==> config.mk <==
export PLATFORM = sky130hd
export DESIGN_NAME = bitboard_scan_seq_flat
export DESIGN_NICKNAME = d
export VERILOG_FILES = /design/src/rtl/bitboard_scan_seq_if.sv /design/src/rtl/bitboard_scan_seq.sv /design/src/flat_wrapper.sv
export SDC_FILE = /design/constraint.sdc
export NUM_CORES = 1
export LEC_CHECK = 0
export CORE_ASPECT_RATIO = 1.5
export CORE_UTILIZATION = 33
export CTS_CLUSTER_DIAMETER = 40
export CTS_CLUSTER_SIZE = 20
export DETAILED_ROUTE_END_ITERATION = 8
export GPL_ROUTABILITY_DRIVEN = 1
export PLACE_DENSITY_LB_ADDON = 0.05
export REMOVE_ABC_BUFFERS = 1
export SYNTH_ARGS = -nofsm -noshare
export SYNTH_HDL_FRONTEND = slang
export SYNTH_SLANG_ARGS = --single-unit
==> constraint.sdc <==
create_clock -name clk -period 6.1 [get_ports clk]
set_clock_uncertainty 0.15 [all_clocks]
set_input_delay 1.22 -clock clk [delete_from_list [all_inputs] [get_ports clk]]
set_output_delay 1.22 -clock clk [all_outputs]
set_load 0.02 [all_outputs]
==> src/rtl/bitboard_scan_seq_if.sv <==
// Load/abort request and square-stream bundle for bitboard_scan_seq.
// The master modport is the producer/consumer side, and the slave modport is the sequencer side.
interface bitboard_scan_seq_if #(
  parameter int WIDTH = 64,
  parameter int IDXW  = 6
);
  logic             load_valid;
  logic             load_ready;
  logic [WIDTH-1:0] load_mask;
  logic             abort;
  logic             out_valid;
  logic             out_ready;
  logic [WIDTH-1:0] out_sel;
  logic [IDXW-1:0]  out_idx;
  logic             out_last;
  logic             done;
  logic [IDXW:0]    count;

  modport master (
    output load_valid, load_mask, abort, out_ready,
    input  load_ready, out_valid, out_sel, out_idx, out_last, done, count
  );

  modport slave (
    input  load_valid, load_mask, abort, out_ready,
    output load_ready, out_valid, out_sel, out_idx, out_last, done, count
  );
endinterface

==> src/rtl/bitboard_scan_seq.sv <==
// Emits the set bits of a mask lowest-first, one per cycle, starting the cycle after the load.
// A square holds stable while out_ready is low; abort drops the scan, and load is accepted only in IDLE.
module bitboard_scan_seq #(
  parameter int WIDTH = 64,
  parameter int IDXW  = 6
) (
  input  logic                clk,
  input  logic                rst,
  bitboard_scan_seq_if.slave  bus
);
  typedef enum logic {IDLE, SCAN} state_t;

  state_t           state, state_n;
  logic [WIDTH-1:0] rem, rem_n, rem_m1, rem_clr;
  logic [IDXW:0]    count_q, count_n;
  logic             done_q, done_n;
  logic [WIDTH-1:0] sel;
  logic [IDXW-1:0]  idx;
  logic             scan, last, beat;

  always_ff @(posedge clk or posedge rst) begin
    if (rst) begin
      state   <= IDLE;
      rem     <= '0;
      count_q <= '0;
      done_q  <= 1'b0;
    end else begin
      state   <= state_n;
      rem     <= rem_n;
      count_q <= count_n;
      done_q  <= done_n;
    end
  end

  // Lowest set bit isolation; rem_clr is the residual mask after removing it
  always_comb begin
    scan    = (state == SCAN);
    rem_m1  = rem - 1'b1;
    rem_clr = rem & rem_m1;
    sel     = scan ? (rem & ~rem_m1) : '0;
    last    = scan && (rem_clr == '0);
    beat    = scan && bus.out_ready && !bus.abort;
    idx     = '0;
    for (int i = 0; i < WIDTH; i++) begin
      if (sel[i]) idx = IDXW'(i);
    end
  end

  always_comb begin
    state_n = state;
    rem_n   = rem;
    count_n = count_q;
    done_n  = 1'b0;
    case (state)
      IDLE: begin
        // abort in IDLE has no effect on its own, but it blocks a same-cycle load
        if (bus.load_valid && !bus.abort) begin
          count_n = '0;
          if (bus.load_mask != '0) begin
            rem_n   = bus.load_mask;
            state_n = SCAN;
          end else begin
            done_n = 1'b1;
          end
        end
      end
      SCAN: begin
        if (bus.abort) begin
          state_n = IDLE;
          rem_n   = '0;
        end else if (beat) begin
          rem_n   = rem_clr;
          count_n = count_q + 1'b1;
          if (last) begin
            state_n = IDLE;
            rem_n   = '0;
            done_n  = 1'b1;
          end
        end
      end
      default: begin
        state_n = IDLE;
        rem_n   = '0;
      end
    endcase
  end

  assign bus.load_ready = (state == IDLE);
  assign bus.out_valid  = scan;
  assign bus.out_sel    = sel;
  assign bus.out_idx    = idx;
  assign bus.out_last   = last;
  assign bus.done       = done_q;
  assign bus.count      = count_q;
endmodule

==> src/flat_wrapper.sv <==
// flat-port wrapper written by rule: the top's interface ports become plain ports
module bitboard_scan_seq_flat 
#(
  parameter int WIDTH = 64,
  parameter int IDXW  = 6
)
  (clk, rst, bus_load_valid, bus_load_mask, bus_abort, bus_out_ready, bus_load_ready, bus_out_valid, bus_out_sel, bus_out_idx, bus_out_last, bus_done, bus_count);
  bitboard_scan_seq_if #(.WIDTH(WIDTH), .IDXW(IDXW)) bus_i ();
  input  logic clk;
  input  logic rst;
  input wire logic [$bits(bus_i.load_valid)-1:0] bus_load_valid;
  input wire logic [$bits(bus_i.load_mask)-1:0] bus_load_mask;
  input wire logic [$bits(bus_i.abort)-1:0] bus_abort;
  input wire logic [$bits(bus_i.out_ready)-1:0] bus_out_ready;
  output wire logic [$bits(bus_i.load_ready)-1:0] bus_load_ready;
  output wire logic [$bits(bus_i.out_valid)-1:0] bus_out_valid;
  output wire logic [$bits(bus_i.out_sel)-1:0] bus_out_sel;
  output wire logic [$bits(bus_i.out_idx)-1:0] bus_out_idx;
  output wire logic [$bits(bus_i.out_last)-1:0] bus_out_last;
  output wire logic [$bits(bus_i.done)-1:0] bus_done;
  output wire logic [$bits(bus_i.count)-1:0] bus_count;
  assign bus_i.load_valid = bus_load_valid;
  assign bus_i.load_mask = bus_load_mask;
  assign bus_i.abort = bus_abort;
  assign bus_i.out_ready = bus_out_ready;
  assign bus_load_ready = bus_i.load_ready;
  assign bus_out_valid = bus_i.out_valid;
  assign bus_out_sel = bus_i.out_sel;
  assign bus_out_idx = bus_i.out_idx;
  assign bus_out_last = bus_i.out_last;
  assign bus_done = bus_i.done;
  assign bus_count = bus_i.count;
  bitboard_scan_seq #(.WIDTH(WIDTH), .IDXW(IDXW)) u_core (.clk(clk), .rst(rst), .bus(bus_i));
endmodule
After elaboration in Yosys (flattened, before gate mapping)

Cells that the tools add are included.

Flip-flop bits (word level): 73
Word-level logic and storage cells: 110
Output and inout port bits: 81
Bits of input ports: 69

$add $sub $neg: 2
Eq/ne operators: 5
Reduce and logical (&&, ||, !) cells: 9
Bitwise gates (word level): 4
Multiplexer cells: 86

Operators with widths:

| cell                    | count |
|---|---|
| $mux W64                | 6 |
| $mux W6                 | 32 |
| $and A64 B64 Y64        | 2 |
| $pmux W64 S2            | 1 |
| $mux W5                 | 16 |
| $logic_not A64 Y1       | 1 |
| $not A64 Y64            | 1 |
| $reduce_bool A64 Y1     | 1 |
| $sub A64 B1 Y64 const B | 1 |
| $mux W4                 | 8 |
| $mux W7                 | 3 |
| $pmux W7 S2             | 1 |
| $mux W3                 | 4 |
| $mux W1                 | 11 |
| $add A7 B1 Y7 const B   | 1 |
| $reduce_and A3 Y1       | 2 |
| $logic_and A1 B1 Y1     | 4 |
| $mux W2                 | 2 |
| $ne A2 B1 Y1 const B    | 2 |
| $ne A2 B2 Y1 const B    | 2 |
| $pmux W1 S2             | 2 |
| $ne A3 B3 Y1 const B    | 1 |
| $logic_not A1 Y1        | 1 |
| $not A1 Y1              | 1 |

Logic depth before layout (Yosys ltp)

Gate-level depths: netlist of the first run.

Depth in word-level cells: 67
Gate-level depth with buffers: 11
Mapped depth without buffers: 8

Least setup slack after synthesis of the first run

OpenSTA, ideal clock, no wires.

Path type: reg-to-output
From: register u_core.rem[26]
To: output bus_out_idx[1]
Buffers on the path: 1
Required time: 4730 ps
Setup slack: 1407 ps
Data arrival time: 3323 ps
Cell stages (with the launch flop): 10
Cells stage by stage: dfrtp_1 or4_1 clkbuf_1 or4_1 or4_1 nor4_1 nand2_1 nor4_2 nor3_1 nand4b_1

Elaborated cells on any way between the ends: 42
Classes of those cells: add/sub (1); mux (39); bitwise (2)

RTL lines:

| element                | RTL line                | text |
|---|---|---|
| start, declared        | bitboard_scan_seq.sv:14 | `logic [WIDTH-1:0] rem, rem_n, rem_m1, rem_clr;` |
| start signal, assigned | bitboard_scan_seq.sv:29 | `rem <= rem_n;` |
| $sub A64 B1 Y64        | bitboard_scan_seq.sv:38 | `rem_m1 = rem - 1'b1;` |
| $not A64 Y64           | bitboard_scan_seq.sv:40 | `sel = scan ? (rem & ~rem_m1) : '0;` |
| $and A64 B64 Y64       | bitboard_scan_seq.sv:40 |  |
| $mux W64               | bitboard_scan_seq.sv:40 |  |
| via bus_out_sel[54]    | flat_wrapper.sv:17      | `output wire logic [$bits(bus_i.out_sel)-1:0] bus_out_sel;` |
| $mux W6 (10 in a row)  | bitboard_scan_seq.sv:45 | `if (sel[i]) idx = IDXW'(i);` |
| end, declared          | flat_wrapper.sv:18      | `output wire logic [$bits(bus_i.out_idx)-1:0] bus_out_idx;` |

The timed path passes the listed nets, and every way through them passes these cells.

Worst setup path in the final report of the first run

From: register u_core.rem[0]
To: output bus_out_last

Cells in the longest elaborated chain, start to end: 4

RTL lines:

| element                 | RTL line                | text |
|---|---|---|
| $sub A64 B1 Y64         | bitboard_scan_seq.sv:38 |  |
| $and A64 B64 Y64 (*)    | bitboard_scan_seq.sv:39 | `rem_clr = rem & rem_m1;` |
| $logic_not A64 Y1 (*)   | bitboard_scan_seq.sv:41 | `last = scan && (rem_clr == '0);` |
| $logic_and A1 B1 Y1 (*) | bitboard_scan_seq.sv:41 |  |
| end, declared           | flat_wrapper.sv:19      | `output wire logic [$bits(bus_i.out_last)-1:0] bus_out_last;` |

Mark *: on every way between the ends. The rest lies on a longest branch, timed or not.

==> results.yml, run 1 <==
yosys:
  yosys.area.top_type: "dfrtp_1"
  synth-edff-count: 0
  synth_seq_cells: 73
  synth_cell_types: 63
  synth_area_leaders: "dfrtp_1, a22o_1, o21ai_0, nor4_1, nand2_1"
  synth.avg_cell_area_sq_um: 7.717
  ys_async_sr_fraction_pct: 100.0
  synth_common_cells: "o21ai_0, dfrtp_1, nand2_1"
  yosysTopAreaCellShare_pct: 32.52
  syn_area_sq_mm: 0.005618
  yosysMostFrequentCell: "o21ai_0"
  synth-main-ff-cell: "dfrtp_1"
  synth_cells: 728
  yosys_warnings: 0
  yosysSeqAreaShare_pct: 32.52
clock_network:
  cts-buffers-inserted: 9
  clk_pin_slew_ns: 0.06
  cts_tree: "yes"
  hold_buffers: 0
  post_cts_resized: 0
  root_buffer: "clkbuf_16"
  clk_latency_ns: 0.35
  cts.sinks: 73
  clockBufferDepth: 2
  post_cts_buffers: 0
  htree_levels: 3
detailed_routing:
  post_drt_via_cell_ratio: 6.456
  top_layer: "met4"
  drt_iter0_markers: 505
  met3WireLength_um: 1633
  wirelength_um: 28900
  wire_per_inst_um: 26.88
  drtPass1Iterations: 5
  met1Wirelength_um: 10820
  vias: 6940
  met2_length_um: 14680
  drc: 0
  antenna_left: 0
setup_path:
  crit_type: "reg2out"
  worstSetupStartpointType: "flip-flop"
  crit_required_ns: 4.73
  cp_slowest_cell: "or4_4"
  worstPathMaxFanout: 8
  cp_top_family: "simple AND/OR/NAND/NOR gates"
  cp-end-kind: "output pin"
  cpPeakStageDelay_ns: 0.63
  cp.buffers_inverters: 1
  crit_chain: "or3_1, or4_4, nor2_1, nand3_2, o32a_1, nor3_1, nand4_1, nor2_1, clkdlybuf4s50_1"
  arrival_ns: 4.42
  cp_common_cell: "nor2_1"
die:
  dieHeight_um: 161.8
  coreArea_sq_mm: 0.01669
  pin_count: 150
  initial_utilization_pct: 33.66
  num_rows: 58
  die_width_um: 108.5
  die-area_sq_mm: 0.01756
timing:
  rsz0062_at_grt: "false"
  tightest_slew_ns: 0.9684
  final.setup.tns_ns: 0
  setup_viol: 0
  period_share_pct: 94.96
  max_freq_mhz: 172.6
  max-slew-margin-rel_pct: 34.53
  hold_viol_final: 0
  period_needed_ns: 5.792
  slew_violations: 0
global_routing:
  grt_pass1_vias: 6960
  grt_use_total_pct: 33.56
  grt_pass1_wl_um: 42990
  antenna_found_initial: 0
  grt_overflow_total: 0
  grt_max_degree: 55
pwr:
  p_leak_nw: 3.081
  peakVddDrop_v: 0.0001476
  power_density_mw_per_mm2: 254.3
  finalPower_mw: 1.950
cells_and_area:
  post-route-util_pct: 45.94
  area_growth_pct: 36.48
  diodes: 0
  drive_above_1_share_pct: 7.168
  fin_cells: 1075
  final_nets: 930
worst_hold_path:
  hold_path_class: "reg2reg"
run:
  maxCapViolCount: 0
place:
  detailed_place_hpwl_um: 22030
  port_buffers: 149
  dp_cells: 1059
  routabilityCongestion: 0.9839
run_status:
  status: "completed"
==> cells by family (layout without fill, tap and decap cells) <==
group / after synthesis / after routing / share of synthesized area [%]
compound gates: 201 / 201 / 24.57
xor+xnor: 3 / 3 / 0.4678
fa+ha+maj: 3 / 3 / 0.6013
buf+inv: 72 / 209 / 4.900
flops: 73 / 73 / 32.52
mux: 1 / 1 / 0.1782
simple gates: 375 / 375 / 36.77
==> worst register-to-register path, stage by stage, from the launching register on <==
cell and delay (ns):
dfrtp_1 0.49, nor4_1 0.52, nand3_1 0.33, or2_2 0.45
o41ai_1 0.69, o2111ai_1 0.22, or4_1 0.59, nor4_1 0.26
a21oi_1 0.13
==> layout by cell type (no fill, tap or decap), types with 3 or more instances in the layout <==
master           count
a2111oi_0            4
a21o_1               8
a21oi_1             15
a22o_1              57
and2_1               5
and3_1              25
and4_1               3
buf_4               19
clkbuf_16            9
clkdlybuf4s50_1    149
dfrtp_1             73
inv_1               22
nand2_1             68
nand2b_1             7
nand3_1             30
nand3b_1             3
nand4_1             26
nand4b_1             5
nor2_1              53
nor3_1              43
nor3b_1              4
nor4_1              45
nor4_2               4
nor4b_1              3
o2111ai_1            4
o21a_1               4
o21ai_0             77
o31ai_1             11
o41ai_1              4
or2_2                7
or3_1               15
or4_1               11
or4_4                3
xor2_1               3
==> path summary, 6_finish.rpt <==
path	start	endpoint	slack [ns]	cells past startpoint
max	u_core.rem[0]$_DFFE_PP0P_	bus_out_last	0.31	9
min	u_core.bus.count[0]$_DFFE_PP0P_	u_core.bus.count[0]$_DFFE_PP0P_	0.40	1
max reg2reg	u_core.rem[3]$_DFFE_PP0P_	u_core.bus.out_valid$_DFF_PP0_	2.15	8
min reg2reg	u_core.bus.count[0]$_DFFE_PP0P_	u_core.bus.count[0]$_DFFE_PP0P_	0.40	1
max in group asynchronous	rst	u_core.rem[30]$_DFFE_PP0P_	3.52	3
min in group asynchronous	rst	u_core.bus.count[3]$_DFFE_PP0P_	1.19	2
==> layer usage <==
metal	track usage [%]	vias to the layer above
met3	3.852	83
met4	18.98	0
met2	58.95	380
met1	38.78	3416
met5	0	-
li1	-	3061
==> area by class of cell <==
cell class	instances	area [sq um]
fillers	1723	9024
multi-input cells	583	3537
flip-flops and latches	73	1827
repair buffers	169	1654
well taps	210	262.8
clock buffers	10	229.0
inverters	24	90.09
clock inverters	6	67.56
==> power by group <==
part | internal (mW) | switching [mW] | leakage, nW
clock | 0.319 | 0.233 | 0.139
combinational | 0.270 | 0.417 | 1.99
sequential | 0.558 | 0.154 | 0.952
total | 1.15 | 0.803 | 3.08
==> registers in the layout (all words and copies together), names as in the netlist <==
signal	flops
u_core.rem	64
u_core.bus.count	7
u_core.bus.done	1
u_core.bus.out_valid	1
==> through the flow <==
stage / hold slack [ns] / cell area [sq um] / worst slack, ns
after floorplan: 0.3519 / 5433 / 0.3876
after global placement: 0.3691 / 7360 / 0.5625
after detailed placement: 0.3953 / 7360 / 0.5528
after CTS: 0.4040 / 7656 / 0.1684
after global routing: 0.4384 / 7667 / 0.1309
final: 0.3998 / 7667 / 0.3076
No activity file was read; power rests on OpenSTA's default activity.
==> run 2: changes to the inputs <==
--- a/config.mk
+++ b/config.mk
@@ -11,7 +11,6 @@
 export CTS_CLUSTER_SIZE = 20
 export DETAILED_ROUTE_END_ITERATION = 8
 export GPL_ROUTABILITY_DRIVEN = 1
-export PLACE_DENSITY_LB_ADDON = 0.05
 export REMOVE_ABC_BUFFERS = 1
 export SYNTH_ARGS = -nofsm -noshare
 export SYNTH_HDL_FRONTEND = slang
==> constraint.sdc (replaced) <==
create_clock -name clk -period 4.7 [get_ports clk]
set_clock_uncertainty 0.15 [all_clocks]
set_input_delay 0.94 -clock clk [delete_from_list [all_inputs] [get_ports clk]]
set_output_delay 0.94 -clock clk [all_outputs]
set_load 0.02 [all_outputs]
==> results.yml, run 2 (synthesis gave the netlist of run 1 again) <==
run_status:
  status: "completed"
cells_and_area:
  final_common_cell: "buf_4"
  largest_register_ff_count: 64
  largest-register: "u_core.rem"
  layout_common_cells: "buf_4, clkdlybuf4s50_1, o21ai_0"
  drive_above_1_share_pct: 21.60
  final_nets: 1065
  diodes: 0
  multi_input_area_sq_mm: 0.003625
  area_growth_pct: 55.81
  final_cell_area_sq_mm: 0.008753
  fillers: 1698
  seqCellArea_sq_mm: 0.001827
global_routing:
  grt_max_degree: 55
  grt_pass1_wl_um: 44760
  grt_overflow_total: 0
  antenna_found_initial: 2
  grt_use_total_pct: 34.40
  grt_pass1_vias: 7418
die:
  initial_utilization_pct: 33.66
  die-area_sq_mm: 0.01756
  die_width_um: 108.5
  dieHeight_um: 161.8
  num_rows: 58
  pin_count: 150
  coreArea_sq_mm: 0.01669
timing:
  period_share_pct: 97.77
  max_freq_mhz: 217.6
  setup_viol: 0
  layout_setup_ws_ns: 0.1048
  period_needed_ns: 4.595
  hold_slack_ns: 0.3967
  max-slew-margin-rel_pct: 42.48
  hold_viol_final: 0
  tightest_slew_ns: 0.8629
  slew_violations: 0
clock_network:
  cts-buffers-inserted: 9
  cts_tree: "yes"
  clk_latency_ns: 0.35
  clockBufferDepth: 2
  root_buffer: "clkbuf_16"
  htree_levels: 3
  cts.sinks: 73
  clk_pin_slew_ns: 0.06
setup_path:
  crit_chain: "or4_4, or2_4, or4_4, maj3_2, o311a_1, or3_2, nor2_1, buf_4"
  cp.buffers_inverters: 1
  crit_required_ns: 3.61
  cp-end-kind: "output pin"
  cp_slowest_cell: "or4_4"
  crit_type: "reg2out"
  arrival_ns: 3.51
  cp_top_family: "simple AND/OR/NAND/NOR gates"
  worstSetupStartpointType: "flip-flop"
  cp_common_cell: "or4_4"
  worstPathMaxFanout: 4
  cpPeakStageDelay_ns: 0.55
detailed_routing:
  antenna_left: 0
  wirelength_um: 29320
  drt_iter0_markers: 526
  drc: 0
  vias: 7382
  post_drt_via_cell_ratio: 6.101
  wire_per_inst_um: 24.23
  drtPass1Iterations: 5
pwr:
  p_leak_nw: 3.782
  p_sw_mw: 1.108
  p_seq_share_pct: 29.4
  internal-power_mw: 1.691
  p_comb_share_pct: 44.6
  peakVddDrop_v: 0.0001991
  power_density_mw_per_mm2: 319.7
  clock_power_share_pct: 26.0
  switching_share_pct: 39.58
place:
  post_dp_cell_area_sq_mm: 0.008366
  port_buffers: 149
  preCtsSetupSlack_ns: -0.03654
  detailed_place_hpwl_um: 23080
  routabilityCongestion: 1.037
run:
  maxCapViolCount: 0
worst_hold_path:
  hold_path_class: "reg2reg"
==> run 2: changes by cell type in the layout (fill, tap and decap cells not counted), sizes merged <==
| cell | delta |
|---|---|
| buf | +137 |
| inv | -1 |
| clkbuf | +2 |
| clkdlybuf4s15 | +3 |
| dlygate4sd2 | +4 |
| clkdlybuf4s50 | -10 |
==> run 2: path summary, 6_finish.rpt <==
kind / start / end / slack [ns] / cells after the start
max in group asynchronous: rst / u_core.rem[2]$_DFFE_PP0P_ / 2.90 / 3
max reg2reg: u_core.rem[6]$_DFFE_PP0P_ / u_core.bus.out_valid$_DFF_PP0_ / 1.13 / 12
max: u_core.rem[6]$_DFFE_PP0P_ / bus_out_last / 0.10 / 8
min reg2reg: u_core.bus.count[0]$_DFFE_PP0P_ / u_core.bus.count[0]$_DFFE_PP0P_ / 0.40 / 1
min in group asynchronous: rst / u_core.rem[36]$_DFFE_PP0P_ / 0.71 / 2
min: u_core.bus.count[0]$_DFFE_PP0P_ / u_core.bus.count[0]$_DFFE_PP0P_ / 0.40 / 1
==> run 2: power groups by stage <==
| stage | clock network, mW | registers, mW | logic (mW) |
|---|---|---|---|
| 2_1_floorplan | 0 | 0.865 | 0.511 |
| 3_3_place_gp | 0 | 0.825 | 1.21 |
| 3_5_place_dp | 0 | 0.827 | 1.21 |
| 4_1_cts | 0.741 | 0.817 | 1.21 |
| 5_1_grt | 0.761 | 0.832 | 1.33 |
| 6_report | 0.728 | 0.823 | 1.25 |
==> run 2: cell type report <==
cell class | instances | area share, %
Clock inverter | 5 | 0.6289
Sequential cell | 73 | 20.87
Multi-Input combinational cell | 583 | 41.41
Timing Repair Buffer | 304 | 30.29
Inverter | 24 | 1.029
Tap cell | 210 | 3.002
Clock buffer | 11 | 2.773
==> run 2: layer usage <==
layer	wire [um]	up-vias	global-route usage, %
li1	-	3341	-
met1	10870	3568	39.43
met2	15170	361	61.62
met3	1628	108	4.494
met4	1617	4	16.83
met5	27	-	0
==> run 2: worst register-to-register path: cells and delay by family (launching register included) <==
kind                   cells  cell delay, ns
AOI/OAI and AO/OA          2            0.48
DFF                        1            0.38
buffers and inverters      4            0.69
and+or+nand+nor            6            1.73
==> run 2: repair_timing <==
action                     in CTS  in global routing
hold buffers                    0                  0
setup endpoints to repair      10                 11
resized for setup              27                 18
pin swaps                       2                  3
buffers inserted                1                  0
==> run 2: per-stage QoR <==
step | TNS [ns] | cells | utilization, % | power (mW)
final | 0 | 1210 | 52.44 | 2.799
after global placement | -0.003031 | 1193 | 50.12 | 2.032
after CTS | 0 | 1210 | 52.07 | 2.772
after global routing | -0.008352 | 1210 | 52.44 | 2.927
after floorplan | -40.11 | 680 | - | 1.377
after detailed placement | -0.03654 | 1193 | 50.12 | 2.033
